File: config.mk
export PLATFORM = sky130hd
export DESIGN_NAME = seq_div
export DESIGN_NICKNAME = d
export VERILOG_FILES = /design/src/rtl/div_pkg.sv /design/src/rtl/div_step.sv /design/src/rtl/seq_div.sv
export SDC_FILE = /design/constraint.sdc
export NUM_CORES = 1
export LEC_CHECK = 0
export CAP_MARGIN = 25
export CORE_UTILIZATION = 45
export CTS_BUF_LIST = sky130_fd_sc_hd__clkbuf_2 sky130_fd_sc_hd__clkbuf_4 sky130_fd_sc_hd__clkbuf_8
export CTS_CLUSTER_SIZE = 16
export DETAILED_ROUTE_END_ITERATION = 12
export MAX_ROUTING_LAYER = met4
export PLACE_DENSITY = 0.71
export SKIP_LAST_GASP = 1
export SLEW_MARGIN = 25
export SYNTH_ARGS = -nofsm -noshare
export SYNTH_HDL_FRONTEND = slang
export SYNTH_SLANG_ARGS = --single-unit
File: constraint.sdc
create_clock -name clk -period 1.84 [get_ports clk]
set_input_delay 0.46 -clock clk [delete_from_list [all_inputs] [get_ports clk]]
set_output_delay 0.46 -clock clk [all_outputs]
set_load 0.01 [all_outputs]
File: src/rtl/div_pkg.sv
// Shared types and default widths for the sequential restoring divider.
package div_pkg;

   // Default dividend/quotient width and divisor/remainder width.
   localparam int DIV_DIVIDEND_W = 8;
   localparam int DIV_DIVISOR_W  = 4;

   // Bit-counter width for a given dividend width.
   // The result is never narrower than one bit, so a 1-bit dividend still gets a usable counter.
   function automatic int div_cnt_w(input int n);
      return (n > 1) ? $clog2(n) : 1;
   endfunction

   localparam int DIV_CNT_W = div_cnt_w(DIV_DIVIDEND_W);

   // Divider control states.
   typedef enum logic [1:0] {
      IDLE,
      CALC,
      DONE
   } div_state_e;

endpackage

File: src/rtl/div_step.sv
// One restoring-division step.
// The partial remainder takes in the next dividend bit. The divisor is then subtracted
// whenever it fits, and that decision becomes the quotient bit.
module div_step #(
   parameter int DIVISOR_W = 4
) (
   input  logic [DIVISOR_W:0]   rem,
   input  logic                 q_msb,
   input  logic [DIVISOR_W-1:0] divisor,
   output logic [DIVISOR_W:0]   rem_next,
   output logic                 q_bit
);

   logic [DIVISOR_W:0] shifted;
   logic [DIVISOR_W:0] divisor_ext;

   // Shift in the dividend bit, then do a trial subtract and keep the result only when it does not go negative.
   always_comb begin
      shifted     = {rem[DIVISOR_W-1:0], q_msb};
      divisor_ext = {1'b0, divisor};
      q_bit       = (shifted >= divisor_ext);
      rem_next    = q_bit ? (shifted - divisor_ext) : shifted;
   end

endmodule

File: src/rtl/seq_div.sv
// Iterative restoring divider: unsigned dividend / divisor -> quotient + remainder.
// It produces one quotient bit per clock and uses valid/ready handshakes on both sides.
// A zero divisor skips the iteration and returns all-ones / 0 with div_by_zero set.
module seq_div
   import div_pkg::*;
#(
   parameter int DIVIDEND_W = DIV_DIVIDEND_W,
   parameter int DIVISOR_W  = DIV_DIVISOR_W
) (
   input  logic                  clk,
   input  logic                  rst_n,
   input  logic                  in_valid,
   output logic                  in_ready,
   input  logic [DIVIDEND_W-1:0] dividend,
   input  logic [DIVISOR_W-1:0]  divisor,
   output logic                  out_valid,
   input  logic                  out_ready,
   output logic [DIVIDEND_W-1:0] quotient,
   output logic [DIVISOR_W-1:0]  remainder,
   output logic                  div_by_zero
);

   localparam int CNT_W = div_cnt_w(DIVIDEND_W);

   div_state_e            state_reg, state_next;
   logic [DIVISOR_W-1:0]  divisor_reg;
   logic [DIVIDEND_W-1:0] q_reg, q_next;
   logic [DIVISOR_W:0]    rem_reg, rem_next;
   logic [CNT_W-1:0]      count_reg;
   logic                  step_q_bit;

   logic [DIVIDEND_W-1:0] quotient_reg;
   logic [DIVISOR_W-1:0]  remainder_reg;
   logic                  div_by_zero_reg;

   logic accept;
   logic out_fire;
   logic last_step;
   logic zero_div;

   assign in_ready    = (state_reg == IDLE);
   assign out_valid   = (state_reg == DONE);
   assign accept      = in_valid && in_ready;
   assign out_fire    = out_valid && out_ready;
   assign zero_div    = (divisor == '0);
   assign last_step   = (count_reg == CNT_W'(DIVIDEND_W - 1));

   assign quotient    = quotient_reg;
   assign remainder   = remainder_reg;
   assign div_by_zero = div_by_zero_reg;

   div_step #(
      .DIVISOR_W (DIVISOR_W)
   ) u_step (
      .rem      (rem_reg),
      .q_msb    (q_reg[DIVIDEND_W-1]),
      .divisor  (divisor_reg),
      .rem_next (rem_next),
      .q_bit    (step_q_bit)
   );

   // The quotient register shifts left each step; the new quotient bit enters at the LSB.
   assign q_next = {q_reg[DIVIDEND_W-2:0], step_q_bit};

   // Control state register.
   always_ff @(posedge clk or negedge rst_n) begin
      if (!rst_n) begin
         state_reg <= IDLE;
      end else begin
         state_reg <= state_next;
      end
   end

   // Next-state logic. A zero divisor goes straight to DONE.
   always_comb begin
      state_next = state_reg;
      case (state_reg)
         IDLE: begin
            if (accept) begin
               state_next = zero_div ? DONE : CALC;
            end
         end
         CALC: begin
            if (last_step) begin
               state_next = DONE;
            end
         end
         DONE: begin
            if (out_fire) begin
               state_next = IDLE;
            end
         end
         default: state_next = IDLE;
      endcase
   end

   // Iteration datapath.
   // Operands are loaded on accept and advanced one bit per CALC cycle.
   // After accept the inputs are never looked at again.
   always_ff @(posedge clk or negedge rst_n) begin
      if (!rst_n) begin
         divisor_reg <= '0;
         q_reg       <= '0;
         rem_reg     <= '0;
         count_reg   <= '0;
      end else if (accept) begin
         divisor_reg <= divisor;
         q_reg       <= dividend;
         rem_reg     <= '0;
         count_reg   <= '0;
      end else if (state_reg == CALC) begin
         q_reg       <= q_next;
         rem_reg     <= rem_next;
         count_reg   <= count_reg + CNT_W'(1);
      end
   end

   // Result registers.
   // They load only when a result is produced, so they hold through DONE and after the handshake.
   always_ff @(posedge clk or negedge rst_n) begin
      if (!rst_n) begin
         quotient_reg    <= '0;
         remainder_reg   <= '0;
         div_by_zero_reg <= 1'b0;
      end else if (accept && zero_div) begin
         quotient_reg    <= '1;
         remainder_reg   <= '0;
         div_by_zero_reg <= 1'b1;
      end else if ((state_reg == CALC) && last_step) begin
         quotient_reg    <= q_next;
         remainder_reg   <= rem_next[DIVISOR_W-1:0];
         div_by_zero_reg <= 1'b0;
      end
   end

endmodule

==> results of run 1 <==
[how the worst min path moves through the flow]
stage / start / endpoint / slack [ps] / depth (start not counted)
6_report: remainder[2] / remainder[2] / 490 / 2
5_1_grt: quotient[5] / quotient[5] / 520 / 1
4_1_cts: remainder[2] / remainder[2] / 500 / 2
3_5_place_dp: remainder[2] / remainder[2] / 470 / 2
3_3_place_gp: div_by_zero / div_by_zero / 460 / 2
2_1_floorplan: rst_n / count_reg[0] / 160 / 0
[through the flow]
step	std cells	power, mW	hold slack, ps	TNS [ps]
6_report	243	4.009	489.4	0
5_1_grt	243	4.358	519.5	-10.17
4_1_cts	242	3.878	498.2	0
3_5_place_dp	233	3.380	474.6	-1668
3_3_place_gp	233	3.280	462.4	-821.0
2_1_floorplan	153	2.584	164.4	0
[cell usage in the layout, fill, tap and decap left out, types with 6 or more instances in the layout]
| cell type | count |
|---|---|
| buf_4 | 13 |
| o22a_1 | 7 |
| a22oi_1 | 6 |
| clkdlybuf4s50_1 | 28 |
| inv_1 | 6 |
| o21ai_0 | 14 |
| nand2_1 | 36 |
| clkbuf_4 | 6 |
| dfrtp_1 | 32 |
[metal layers]
layer	GRT usage, %	vias to the layer above	wire, um
met5	-	-	0
met4	6.818	0	49
met3	6.397	5	144
met2	40.19	26	1829
met1	26.75	637	1483
li1	-	618	-
[what timing repair did]
item	in CTS	in global routing
pin swaps	2	3
setup endpoints to repair	6	7
setup buffers	1	1
gates resized for setup	5	8
[where the power goes]
group	total [mW]	switching [mW]	internal, mW
combinational	2.19	1.09	1.10
sequential	1.38	0.249	1.13
clock	0.440	0.241	0.200
[cell type report]
type | count | area (um2)
clock buffers | 7 | 58.81
clock inverters | 1 | 5.005
fillers | 266 | 1084
inverters | 7 | 26.28
multi-input cells | 107 | 700.7
flip-flops and latches | 34 | 853.3
well taps | 44 | 55.05
repair buffers | 43 | 395.4
[worst max-delay path, cell delays in order, from the launching register on]
cell	delay [ps]
dfrtp_1	390
inv_2	80
ha_4	200
nand2b_4	140
a211oi_4	290
o21ai_4	140
mux2_4	340
o21ai_2	110
[cells by family (layout without fill, tap and decap cells)]
logic type	Yosys count	in the layout	synth area share (%)
simple gates	57	57	16.07
compound gates	39	39	17.19
flops	34	34	54.62
buf+inv	12	58	3.213
fa+ha+maj	7	7	6.104
mux	3	3	2.249
xor+xnor	1	1	0.5624
==> flow_metrics.env, run 1 <==
export IMPL_reg2reg_depth=7
export IMPL_period_share_pct=95.91
export IMPL_pre_cts_slack_ps=-175.9
export IMPL_core_um2=3178
export IMPL_netlist_area_um2=1558
export IMPL_io_buffer_count=30
export IMPL_dieArea_um2=3701
export IMPL_ys_seq_area_share_pct=54.62
export IMPL_synth_area_leader_cell="dfrtp_1"
export IMPL_rsz0062_at_grt="yes"
export IMPL_synth_top_area_share_pct=54.62
export IMPL_fp_dieW_um=60.84
export IMPL_globalRoute_totalOverflow=0
export IMPL_setup_ws_ps=75.28
export IMPL_ys_top_cells_by_count="nand2_1 (36), dfrtp_1 (34), o21ai_0 (17)"
export IMPL_syn_instance_count=153
export IMPL_wl_um=3507
export IMPL_critPathKind="reg -> reg"
export IMPL_ys_ff_latch=34
export IMPL_synthTopCellsByArea="dfrtp_1 (55%), nand2_1 (8.7%), o21ai_0 (5.5%)"
export IMPL_initial_core_util_pct=49.02
export IMPL_dp_hpwl_um=2531
export IMPL_path_max_fanout=5
export IMPL_design_area_um2=2095
export IMPL_endpoint="remainder[0]"
export IMPL_period_needed_ps=1765
export IMPL_finClkSkew_ps=6.761
export IMPL_power_density_nw_per_um2=1914
export IMPL_syn2layout_area_growth_pct=34.46
export IMPL_antenna_found_initial=0
export IMPL_hold_path_class="reg -> reg"
export IMPL_worst_slew_pin_slew_ps=536.6
export IMPL_worst_setup_path_end_kind="flip-flop"
export IMPL_critPathLaunch="q_reg[7]"
export IMPL_syn_nets=176
export IMPL_wl_per_cell_um=14.43
export IMPL_cts_max_path_buffers=2
export IMPL_cts_tree="yes"
export IMPL_synthMostInstantiatedCell="nand2_1"
export IMPL_synth_ff_type="dfrtp_1"
export IMPL_ant_nets=0
export IMPL_dr_pass1_iters=4
export IMPL_clock_sinks=34
export IMPL_drv_slew=0
export IMPL_cts_root_buffer="clkbuf_4"
export IMPL_fp_dieH_um=60.84
export IMPL_row_count=20
export IMPL_synth_edf_count=0
export IMPL_async_flop_share_pct=100.0
export IMPL_setup_viol=0
export IMPL_io_pins=31
export IMPL_hold_violations=0
export IMPL_grt_pass1_vias=1314
export IMPL_grtUsageTotal_pct=23.43
export IMPL_drive_above_1_share_pct=17.59
export IMPL_r2r_end="remainder[0]"
export IMPL_yosysWarnings=0
export IMPL_clk_pin_slew_ps=100
export IMPL_leakagePower_nw=0.9442
export IMPL_vias_per_cell=5.292
export IMPL_cp_data_arrival_time_ps=2040
export IMPL_slew_headroom_pct=64.10
export IMPL_start_kind="flip-flop"
export IMPL_worst_r2r_setup_slack_ps=80
export IMPL_r2r_start="q_reg[7]"
export IMPL_grt_pass1_wl_um=5975
export IMPL_status="completed"
export IMPL_worstPathRequired_ps=2110
export IMPL_grt_max_degree=35
export IMPL_htree_levels=2
export IMPL_placed_area_um2=1977
export IMPL_globalplace_congestion=0.7823
export IMPL_max_freq_mhz=566.7
export IMPL_drc=0
export IMPL_clock_latency_ps=330
export IMPL_synth_area_per_cell_um2=10.18
export IMPL_antenna_cells=0
export IMPL_dr_total_vias=1286
export IMPL_final_util_pct=65.91
export IMPL_vdd_ir_drop_max_mv=0.8773
export IMPL_maxCapViolCount=0
export IMPL_synth_cell_types=29
export IMPL_final_nets=221
export IMPL_cts_buffers_inserted=5
export IMPL_cts_hold_buf=0
export IMPL_drtIter0Drc=56
Note: power is estimated with default switching activity, not from simulation.
==> inputs of run 2 (changes only) <==
- CORE_UTILIZATION: 45 -> 53
- PLACE_DENSITY: 0.71 -> 0.82
- RECOVER_POWER: not set -> 100
==> run 2 against run 1 <==
Combinational power about the same. Register-to-register slack hardly changed. Wire length increased by 4.2%. Worst hold slack improved by 5.5 ps. Core utilization up 9.6 points. Total power grew 2.7%. First-iteration DRC count increased by 8.9%.
==> flow_metrics.env, run 2 (synthesis gave the netlist of run 1 again) <==
export IMPL_dr_total_vias=1317
export IMPL_leakagePower_nw=0.9646
export IMPL_dp_hpwl_um=2645
export IMPL_fp_dieW_um=56.22
export IMPL_rsz0062_at_grt="no"
export IMPL_hold_path_class="reg -> reg"
export IMPL_io_buffer_count=30
export IMPL_vdd_ir_drop_max_mv=1.800
export IMPL_cts_hold_buf=0
export IMPL_critPathBufInv=1
export IMPL_fin_tns_setup_ps=0
export IMPL_finClkSkew_ps=9.820
export IMPL_worst_setup_path_end_kind="primary output"
export IMPL_hold_violations=0
export IMPL_slew_headroom_pct=44.67
export IMPL_critPathKind="reg -> out"
export IMPL_cts_max_path_buffers=2
export IMPL_drv_slew=0
export IMPL_path_cells="dlygate4sd3_1"
export IMPL_cp_data_arrival_time_ps=1350
export IMPL_htree_levels=2
export IMPL_cts_tree="yes"
export IMPL_start_kind="flip-flop"
export IMPL_power_density_nw_per_um2=1959
export IMPL_dieArea_um2=3160
export IMPL_worst_slew_pin_slew_ps=829.9
export IMPL_clock_sinks=34
export IMPL_wl_um=3656
export IMPL_clock_latency_ps=340
export IMPL_drive_above_1_share_pct=16.67
export IMPL_max_stage_delay_ps=610
export IMPL_total_power_mw=4.115
export IMPL_path_max_fanout=2
export IMPL_grt_pass1_wl_um=6154
export IMPL_row_count=19
export IMPL_period_share_pct=98.21
export IMPL_antenna_cells=0
export IMPL_syn2layout_area_growth_pct=34.86
export IMPL_num_fill_cells=218
export IMPL_globalplace_congestion=0.8243
export IMPL_dr_pass1_iters=4
export IMPL_grtUsageTotal_pct=27.15
export IMPL_io_pins=31
export IMPL_max_freq_mhz=553.4
export IMPL_drc=0
export IMPL_cts_root_buffer="clkbuf_4"
export IMPL_worstPathRequired_ps=1380
export IMPL_grt_pass1_vias=1292
export IMPL_slowest_stage="dlygate4sd3_1"
export IMPL_final_nets=226
export IMPL_status="completed"
export IMPL_maxCapViolCount=0
export IMPL_grt_max_degree=35
export IMPL_critical_path_top_delay_family="buffers and inverters"
export IMPL_multiInputGateArea_um2=691.9
export IMPL_period_needed_ps=1807
export IMPL_antenna_found_initial=0
export IMPL_wl_per_cell_um=15.56
export IMPL_globalRoute_totalOverflow=0
export IMPL_fp_dieH_um=56.22
export IMPL_drtIter0Drc=61
export IMPL_cts_buffers_inserted=5
export IMPL_initial_core_util_pct=56.01
export IMPL_ant_nets=0
export IMPL_final_util_pct=75.53
export IMPL_regArea_um2=852.1
export IMPL_vias_per_cell=5.604
export IMPL_clk_pin_slew_ps=110
export IMPL_final_common_cell="nand2_1"
export IMPL_setup_viol=0
export IMPL_core_um2=2781
export IMPL_final_cell_mix="nand2_1 (36), dfrtp_1 (33), clkdlybuf4s50_1 (19), o21ai_0 (16), buf_4 (11)"
run 2: cell types whose count changed in the layout (fill, tap and decap cells not counted), moves of 2 or more:
cell	previous run	this run
clkbuf_1	0	3
o21ai_0	14	16
buf_4	13	11
dlygate4sd3_1	0	9
clkbuf_2	0	3
clkdlybuf4s50_1	28	19
o21ai_1	3	1
run 2: routing by layer:
metal | global-route usage, % | part of all wire, %
met2 | 42.69 | 52
met1 | 33.49 | 41
met4 | 12.54 | 2.4
met5 | - | 0
met3 | 6.279 | 5.0
run 2: worst paths after layout:
| path | from | to | slack (ps) | depth (start not counted) |
|---|---|---|---|---|
| worst max-delay path | remainder[0] | remainder[0] | 30 | 1 |
| worst min-delay path | div_by_zero | div_by_zero | 490 | 2 |
| worst max register to register | q_reg[7] | remainder[0] | 80 | 7 |
| worst min register to register | div_by_zero | div_by_zero | 490 | 2 |
| max in group asynchronous | rst_n | state_reg[0] | 540 | 2 |
| min in group asynchronous | rst_n | divisor_reg[2] | 740 | 2 |
run 2: power breakdown:
group          internal (mW)  leakage, nW  switching [mW]
sequential              1.13        0.405           0.241
combinational           1.08        0.515            1.13
clock                  0.281       0.0450           0.258
total                   2.49        0.965            1.62
run 2: cell type report:
| cell class | instances | area share (%) |
|---|---|---|
| sequential | 34 | 40.56 |
| multi-input combinational | 107 | 32.94 |
| timing repair buffer | 48 | 19.71 |
| clock inverter | 3 | 1.906 |
| tap | 31 | 1.846 |
| clock buffer | 5 | 1.787 |
| inverter | 7 | 1.251 |
run 2: through the flow:
stage,cell area (um2),hold WS (ps),setup WS (ps),instances
floorplan,1558,164.4,162.5,153
global placement,1981,462.8,-52.88,221
detailed placement,1981,476.3,-117.2,221
CTS,2087,507.6,2.768,233
global route,2101,515.0,1.018,235
finish,2101,494.8,32.99,235
run 2: repair_timing:
item / in CTS / in global routing
gates resized for setup: 3 / 6
setup buffers: 4 / 2
pin swaps: 2 / 3
endpoints found under the hold margin: 0 / 0
setup endpoints to repair: 7 / 8
==> inputs of run 3 (changes only) <==
==> constraint.sdc (replaced) <==
create_clock -name clk -period 1.84 [get_ports clk]
set_input_delay 0.46 -clock clk [delete_from_list [all_inputs] [get_ports clk]]
set_output_delay 0.46 -clock clk [all_outputs]
set_load 0.005 [all_outputs]
==> run 3 against run 2 <==
Total power decreased by 1.9%. Critical path depth did not move. Non-clock buffer count did not move. Flip-flop and latch count did not move. Via count grew 0.15%. Combinational power shrank 3%. Register-to-register slack barely moved. Largest power group unchanged. Highest routed layer unchanged.
==> flow_metrics.env, run 3 (synthesis gave the netlist of run 1 again) <==
export IMPL_cts_hold_buf=0
export IMPL_hold_violations=0
export IMPL_final_util_pct=75.44
export IMPL_fp_dieH_um=56.22
export IMPL_antenna_cells=0
export IMPL_globalRoute_totalOverflow=0
export IMPL_hold_path_class="reg -> reg"
export IMPL_io_buffer_count=30
export IMPL_worst_path_stages=1
export IMPL_grt_pass1_vias=1292
export IMPL_setup_viol=0
export IMPL_drv_slew=0
export IMPL_initial_core_util_pct=56.01
export IMPL_cts_tree="yes"
export IMPL_grtUsageMet2_pct=42.69
export IMPL_clock_latency_ps=330
export IMPL_dp_cells=221
export IMPL_drive_above_1_share_pct=16.67
export IMPL_holdPathStages=2
export IMPL_drc=0
export IMPL_cts_root_buffer="clkbuf_4"
export IMPL_io_pins=31
export IMPL_wl_per_cell_um=15.59
export IMPL_worstPathRequired_ps=1380
export IMPL_cts_buffers_inserted=5
export IMPL_slew_headroom_pct=44.45
export IMPL_rsz0062_at_grt="no"
export IMPL_final_nets=226
export IMPL_fin_tns_setup_ps=0
export IMPL_num_fill_cells=219
export IMPL_grtUsageMet1_pct=33.49
export IMPL_use_met3_pct=6.279
export IMPL_switching_power_mw=1.570
export IMPL_leakagePower_nw=0.9646
export IMPL_fp_dieW_um=56.22
export IMPL_worst_r2r_setup_slack_ps=80
export IMPL_p_comb_share_pct=52.9
export IMPL_max_freq_mhz=559.2
export IMPL_clock_sinks=34
export IMPL_layout_cells_non_filler=235
export IMPL_wl_um=3663
export IMPL_grt_max_degree=35
export IMPL_dp_hpwl_um=2645
export IMPL_final_cell_mix="nand2_1 (36), dfrtp_1 (33), o21ai_0 (16), clkdlybuf4s50_1 (14), dlygate4sd3_1 (14)"
export IMPL_vias_per_cell=5.613
export IMPL_period_share_pct=97.19
export IMPL_power_density_nw_per_um2=1923
export IMPL_path_max_fanout=2
export IMPL_final_common_cell="nand2_1"
export IMPL_start_kind="flip-flop"
export IMPL_finClkSkew_ps=8.992
export IMPL_dr_pass1_iters=4
export IMPL_regArea_um2=852.1
export IMPL_cts_max_path_buffers=2
export IMPL_clk_pin_slew_ps=110
export IMPL_max_stage_delay_ps=580
export IMPL_dieArea_um2=3160
export IMPL_vdd_ir_drop_max_mv=1.804
export IMPL_swShare_pct=38.91
export IMPL_r2r_start="q_reg[7]"
export IMPL_multiInputGateArea_um2=691.9
export IMPL_drtIter0Drc=53
export IMPL_grt_pass1_wl_um=6154
export IMPL_worst_slew_pin_slew_ps=833.3
export IMPL_maxCapViolCount=0
export IMPL_worstHoldEndpoint="div_by_zero"
export IMPL_status="completed"
export IMPL_reg2reg_depth=7
export IMPL_grt_busiest_layer="met2"
export IMPL_row_count=19
export IMPL_cp_data_arrival_time_ps=1330
export IMPL_dr_total_vias=1319
export IMPL_timing_hold_ws_ps=489.5
export IMPL_core_um2=2781
export IMPL_syn2layout_area_growth_pct=34.70
export IMPL_htree_levels=2
export IMPL_r2r_end="remainder[0]"
export IMPL_ant_nets=0
export IMPL_critPathKind="reg -> out"
export IMPL_globalplace_congestion=0.8243
export IMPL_hold_start="div_by_zero"
export IMPL_critPathBufInv=1
export IMPL_slowest_stage="dlygate4sd3_1"
export IMPL_power_frac_seq_pct=33.8
export IMPL_total_power_mw=4.036
export IMPL_path_cells="dlygate4sd3_1"
export IMPL_worst_setup_path_end_kind="primary output"
export IMPL_critical_path_top_delay_family="buffers and inverters"
export IMPL_antenna_found_initial=0
export IMPL_clkPwrFrac_pct=13.3
export IMPL_grtUsageTotal_pct=27.15
export IMPL_p_int_mw=2.465
export IMPL_period_needed_ps=1788
-- run 3: cell types whose count changed in the layout (fill, tap and decap cells not counted) --
cell             change
buf_4                -1
clkdlybuf4s50_1      -5
clkbuf_2             +1
dlygate4sd3_1        +5
-- run 3: worst max-delay path by stage --
stage                               from           end
after floorplan           divisor_reg[0]    rem_reg[0]
after global placement        divisor[1]  remainder[2]
after detailed placement      divisor[1]  remainder[3]
after CTS                       q_reg[7]  remainder[0]
after global routing      divisor_reg[2]  remainder[3]
final                        quotient[5]   quotient[5]
-- run 3: cell type report --
type | count | share of cell area, %
inverters | 7 | 1.252
clock inverters | 3 | 1.908
flip-flops and latches | 34 | 40.61
repair buffers | 48 | 19.62
clock buffers | 5 | 1.789
multi-input cells | 107 | 32.98
well taps | 31 | 1.849
-- run 3: power by group through the flow --
stage	sequential [mW]	combinational [mW]	clock, mW
floorplan	1.34	1.19	0
global placement	1.36	1.84	0
detailed placement	1.39	1.96	0
CTS	1.36	2.05	0.549
global route	1.40	2.35	0.584
finish	1.36	2.14	0.537
-- run 3: timing repair --
item,CTS,global route
setup endpoints to repair,7,8
pin swaps,2,3
gates resized for setup,3,6
buffers inserted,4,2
-- run 3: per-layer routing --
layer  part of all wire (%)  vias up
met5                      0        -
li1                       -      629
met3                    4.8        6
met4                    1.9        0
met2                     52       42
met1                     41      642
-- run 3: worst min-delay path: cells and delay by family (launching register included) --
family           cells  cell delay, ps
DFF                  1             360
and+or+nand+nor      2             110
-- run 3: through the flow --
stage                     setup slack (ps)  instance area (um2)
after CTS                            2.768                 2087
after detailed placement            -117.2                 1981
after floorplan                      162.5                 1558
after global placement              -52.88                 1981
final                                51.78                 2098
after global routing                 1.018                 2098
